<file path="src/rtl/ul_arb4_rr_wr.sv">
// ul_arb4_rr_wr: four-requester round-robin write arbiter
// feeding a single held output slot with stall-timeout drop.
module ul_arb4_rr_wr #(
    parameter int ADDR_WIDTH = 10,
    parameter int DATA_WIDTH = 32,
    parameter int WAIT_LIMIT = 255
) (
    input  logic                  s_ul_clk,
    input  logic                  s_ul_rst,
    input  logic [ADDR_WIDTH-1:0] s0_ul_waddr,
    input  logic [DATA_WIDTH-1:0] s0_ul_wdata,
    input  logic                  s0_ul_wvalid,
    output logic                  s0_ul_wready,
    input  logic [ADDR_WIDTH-1:0] s1_ul_waddr,
    input  logic [DATA_WIDTH-1:0] s1_ul_wdata,
    input  logic                  s1_ul_wvalid,
    output logic                  s1_ul_wready,
    input  logic [ADDR_WIDTH-1:0] s2_ul_waddr,
    input  logic [DATA_WIDTH-1:0] s2_ul_wdata,
    input  logic                  s2_ul_wvalid,
    output logic                  s2_ul_wready,
    input  logic [ADDR_WIDTH-1:0] s3_ul_waddr,
    input  logic [DATA_WIDTH-1:0] s3_ul_wdata,
    input  logic                  s3_ul_wvalid,
    output logic                  s3_ul_wready,
    output logic [ADDR_WIDTH-1:0] m_ul_waddr,
    output logic [DATA_WIDTH-1:0] m_ul_wdata,
    output logic                  m_ul_wvalid,
    input  logic                  m_ul_wready,
    output logic [1:0]            m_ul_wsrc,
    output logic                  drop_pulse,
    output logic [7:0]            drop_cnt
);

    logic [ADDR_WIDTH-1:0] addr_arr [4];
    logic [DATA_WIDTH-1:0] data_arr [4];
    logic [3:0]            req;
    logic [3:0]            wready;
    logic [1:0]            last_grant;
    logic [7:0]            wait_cnt;
    logic [1:0]            gnt_idx;
    logic                  gnt_found;
    logic                  drop_fire;
    logic                  slot_free;
    logic                  accept;

    assign addr_arr[0] = s0_ul_waddr;
    assign addr_arr[1] = s1_ul_waddr;
    assign addr_arr[2] = s2_ul_waddr;
    assign addr_arr[3] = s3_ul_waddr;
    assign data_arr[0] = s0_ul_wdata;
    assign data_arr[1] = s1_ul_wdata;
    assign data_arr[2] = s2_ul_wdata;
    assign data_arr[3] = s3_ul_wdata;
    assign req = {s3_ul_wvalid, s2_ul_wvalid, s1_ul_wvalid, s0_ul_wvalid};

    assign drop_fire = (WAIT_LIMIT != 0) && m_ul_wvalid && !m_ul_wready
                       && (wait_cnt == 8'(WAIT_LIMIT));
    assign slot_free = !m_ul_wvalid || m_ul_wready || drop_fire;

    // Round-robin search starting just past the last granted requester.
    always_comb begin
        logic [1:0] idx;
        gnt_found = 1'b0;
        gnt_idx   = 2'd0;
        idx       = 2'd0;
        for (int i = 0; i < 4; i++) begin
            idx = last_grant + 2'(i + 1);
            if (!gnt_found && req[idx]) begin
                gnt_found = 1'b1;
                gnt_idx   = idx;
            end
        end
    end

    // Ready goes only to the winner, and only when the slot can take a beat.
    always_comb begin
        wready = 4'b0000;
        if (gnt_found && slot_free && !s_ul_rst)
            wready[gnt_idx] = 1'b1;
    end

    assign accept       = |(wready & req);
    assign s0_ul_wready = wready[0];
    assign s1_ul_wready = wready[1];
    assign s2_ul_wready = wready[2];
    assign s3_ul_wready = wready[3];

    // Output slot, priority pointer, stall timer and drop accounting.
    always_ff @(posedge s_ul_clk) begin
        if (s_ul_rst) begin
            m_ul_wvalid <= 1'b0;
            m_ul_wsrc   <= 2'd0;
            m_ul_waddr  <= '0;
            m_ul_wdata  <= '0;
            drop_pulse  <= 1'b0;
            drop_cnt    <= 8'd0;
            wait_cnt    <= 8'd0;
            last_grant  <= 2'd3;
        end else begin
            drop_pulse <= drop_fire;
            if (drop_fire && drop_cnt != 8'hFF)
                drop_cnt <= drop_cnt + 8'd1;
            if (accept) begin
                m_ul_wvalid <= 1'b1;
                m_ul_waddr  <= addr_arr[gnt_idx];
                m_ul_wdata  <= data_arr[gnt_idx];
                m_ul_wsrc   <= gnt_idx;
                last_grant  <= gnt_idx;
                wait_cnt    <= 8'd0;
            end else if ((m_ul_wvalid && m_ul_wready) || drop_fire) begin
                m_ul_wvalid <= 1'b0;
                wait_cnt    <= 8'd0;
            end else if (m_ul_wvalid && !m_ul_wready
                         && wait_cnt != 8'hFF) begin
                wait_cnt <= wait_cnt + 8'd1;
            end
        end
    end

endmodule
</file>
<file path="config.mk">
export PLATFORM = sky130hd
export DESIGN_NAME = ul_arb4_rr_wr
export DESIGN_NICKNAME = d
export VERILOG_FILES = /design/src/rtl/ul_arb4_rr_wr.sv
export SDC_FILE = /design/constraint.sdc
export NUM_CORES = 1
export LEC_CHECK = 0
export CELL_PAD_IN_SITES_DETAIL_PLACEMENT = 1
export CELL_PAD_IN_SITES_GLOBAL_PLACEMENT = 1
export CORE_ASPECT_RATIO = 1.75
export CORE_MARGIN = 3
export CORE_UTILIZATION = 25
export DETAILED_ROUTE_END_ITERATION = 6
export GPL_ROUTABILITY_DRIVEN = 0
export GPL_TIMING_DRIVEN = 0
export PLACE_DENSITY = 0.85
export SYNTH_ARGS = -nofsm -noshare
export SYNTH_HDL_FRONTEND = slang
export SYNTH_SLANG_ARGS = --single-unit
</file>
<file path="constraint.sdc">
create_clock -name s_ul_clk -period 2.2 [get_ports s_ul_clk]
set_input_delay 0.22 -clock s_ul_clk [delete_from_list [all_inputs] [get_ports s_ul_clk]]
set_output_delay 0.22 -clock s_ul_clk [all_outputs]
set_load 0.05 [all_outputs]
</file>
==> results.md <==
* Status: completed
* CP endpoint: s1_ul_wready
* Syn_nets at 543
* Worst setup path start: wait_cnt[1]
* Cell internal pwr at between 2 and 3 mW
* Core area at ~0.013 mm2
* Unrepaired setup endpoints after global routing: no
* Seq pwr share at a little under a third
* Reg-to-reg startpoint: m_ul_wvalid
* Slew HR at about half
* Worst R2R Path Depth at 6
* Clock power share at between 30% and 40%
* Setup crit end kind: primary output
* Clk_skew at around 0.0053 ns
* Worst Hold Class: primary input to register
* GRT Total Usage at between 10% and 20%
* CTS Sinks at 64
* Critical Path Start Type: register
* Skew-Pair Late Insertion Delay at 0.33 ns
* Worst-Margin Slew at about 0.77 ns
* Post-Syn Area per Cell at 9.394 um2
* Drt pass-1 iters at 4
* Clock transition at path regs at around 0.060 ns
* Die Width at between 90 and 100 um
* Top-area cell type share of the netlist area at a little under two fifths
* ANT cells at 0
* CTS Buf Count at 9
* Initial antenna violation count at 1
* VDD IR-drop max at between 0.3 and 0.4 mV
* Std-Cell Rows at between 50 and 60
* Global-route wire length before repair at between 20000 and 25000 um
* Post-layout min period at around 2.1 ns
* Die height at between 150 and 200 um
* H-tree levels at 3
* Detail Route Antenna Nets at 0
* DP Wirelength at between 10000 and 15000 um
* Routed vias/inst at 4.918
* Place WS at -0.9549 ns
* Critical-path maximum fanout at 5
* Final setup vio count at 0
* Psw at ~1.5 mW
* Final Cycle Share at between 90% and 100%
* Setup CP Type: register to primary output
* Die area at about 0.015 mm2
* Bufs on Longest Clock Path at 2
* FF+latch count, synth at 64
* Area taken by multi-input logic gates at about 0.0020 mm2
* Comb power frac at 35.1%
* Reg2Reg Setup Slack at roughly 0.09 ns
* Synth warn at 0
* Hold Crit Depth at 2
* Post-synth cell types at 38
* Register area share after synthesis at between 30 and 40%
* Most frequent cells in the layout: clkdlybuf4s50_1 (223), mux2i_1 (83), dfxtp_1 (61)
* Max cap viols at 0
* Max Freq at about 0.47 GHz
* Vias at approximately 3900
* Slew Viols, Final at 0
* IO buf count at 231
* Setup WS post-layout at between 0.07 and 0.08 ns
* Largest net degree at the start of global routing at 20
* Vias in the first global route at around 4300
* Gr ovfl total at 0
* Worst R2R End: m_ul_waddr[2]
* Initial core utilization at about 26%
* Initial DRC Count at 66
* Fillers at ~1500
* Drc violations at 0
* CTS tree: yes
* Final Hold Viols at 0
* Clock Tree Root: clkbuf_16
* Commonest non-fill, non-tap cell in the layout: clkdlybuf4s50_1
* PwrDens at 700.4 mW/mm2
* Leading area contributor after synthesis: dfxtp_1
* Reg area at 0.001285 mm2
* Nets at ~800
* Largest cells by area after synthesis: dfxtp_1 (37%), mux2i_1 (24%), o221ai_1 (11%)
* Total chip power at about 4.5 mW
* Share of post-route cells with drive strength above 1 at ~9.7%
* Area of the mapped netlist at around 0.0034 mm2
* Switching portion of total power at between 30% and 40%
* Req. time, crit path at just under 2 ns
* Critical Path AT at 1.91 ns
* # IOs at 233
* Area grow syn2layout at 85.30%
* Cells after Synth at around 370
* Post-Route WL at 15230 um
* Leakage at roughly 2.5 nW
* Wire per inst at 19.25 um
metrics by stage:
stage	TNS, ns	cell area [um2]	hold WS (ns)	util [%]	std cells
after floorplan	-0.7548	3438	0.4199	-	366
after global placement	-14.23	5968	0.4437	44.36	771
after detailed placement	-17.83	5968	0.4495	44.36	771
after CTS	0	6325	0.3472	47.01	788
after global routing	0	6371	0.3876	47.36	791
final	0	6371	0.3409	47.36	791
worst max-delay path, stage by stage, from the launching register on:
cell      delay, ns
dfxtp_2        0.35
ha_2           0.18
and3_4         0.22
a21boi_4       0.09
or3_4          0.41
nor3_2         0.14
buf_6          0.18
area by class of cell:
| type | instances | share of cell area, % |
|---|---|---|
| Timing Repair Buffer | 236 | 36.88 |
| Multi-Input combinational cell | 274 | 31.74 |
| Sequential cell | 64 | 20.17 |
| Clock buffer | 9 | 3.535 |
| Tap cell | 174 | 3.417 |
| Buffer | 24 | 2.592 |
| Clock inverter | 7 | 1.493 |
| Inverter | 3 | 0.1767 |
cell families after synthesis:
family	count (synthesis)	synth area share [%]
AND/OR/NAND/NOR	113	14.70
multiplexers	84	24.45
flip-flops	64	37.26
AO/OA/AOI/OAI	62	14.41
buffers and inverters	28	5.131
XOR/XNOR	13	3.312
adder cells (fa/ha/maj)	2	0.7277
per-layer routing:
layer  up-vias  global-route usage [%]  wire length [um]
li1       1856                       -                 -
met1      1863                   18.78              5197
met2       151                   38.48              8665
met3        18                   5.126              1067
met4         2                   6.307               283
met5         -                       0                13
Yosys cell counts, drive strengths merged:
cell / count
a211oi: 1
a21boi: 1
a21o: 1
a21oi: 10
a22o: 1
and2: 1
and3: 1
and4: 1
buf: 18
clkbuf: 7
dfxtp: 64
ha: 2
inv: 3
mux2i: 84
nand2: 57
nand2b: 3
nand3: 6
nand4: 2
nor2: 22
nor2b: 1
nor3: 11
nor3b: 1
nor4: 4
nor4b: 1
o21ai: 4
o21bai: 1
o221ai: 42
o22ai: 1
or3: 2
xnor2: 12
xor2: 1
state kept, by name (all words and copies together), names as in the netlist:
name / count
m_ul_wsrc: 2
drop_cnt: 8
last_grant: 2
m_ul_wdata: 32
m_ul_waddr: 10
m_ul_wvalid: 1
wait_cnt: 8
drop_pulse: 1
worst min path at each step:
stage / start / to / slack [ns]
detailed placement: m_ul_wdata[9] / m_ul_wdata[9] / 0.45
finish: s_ul_rst / m_ul_wsrc[1] / 0.34
global placement: m_ul_wdata[7] / m_ul_wdata[7] / 0.44
floorplan: s1_ul_wdata[5] / m_ul_wdata[5] / 0.42
global route: s_ul_rst / m_ul_wsrc[1] / 0.39
CTS: s_ul_rst / m_ul_wsrc[1] / 0.35
power by group through the flow:
stage | Sequential, mW | Clock [mW] | Combinational (mW)
CTS | 1.35 | 1.60 | 1.57
floorplan | 1.74 | 0 | 0.485
finish | 1.34 | 1.55 | 1.57
detailed placement | 1.37 | 0 | 1.56
global route | 1.36 | 1.65 | 1.66
global placement | 1.36 | 0 | 1.53
what timing repair did:
| action | 4_1_cts | 5_1_grt |
|---|---|---|
| gates resized for setup | 43 | 11 |
| hold endpoints to repair | 0 | 0 |
| setup buffers | 2 | 3 |
| pin swaps | 2 | 0 |
| hold buffers | 0 | 0 |
| setup endpoints to repair | 44 | 46 |
Note: power is estimated with default switching activity, not from simulation.
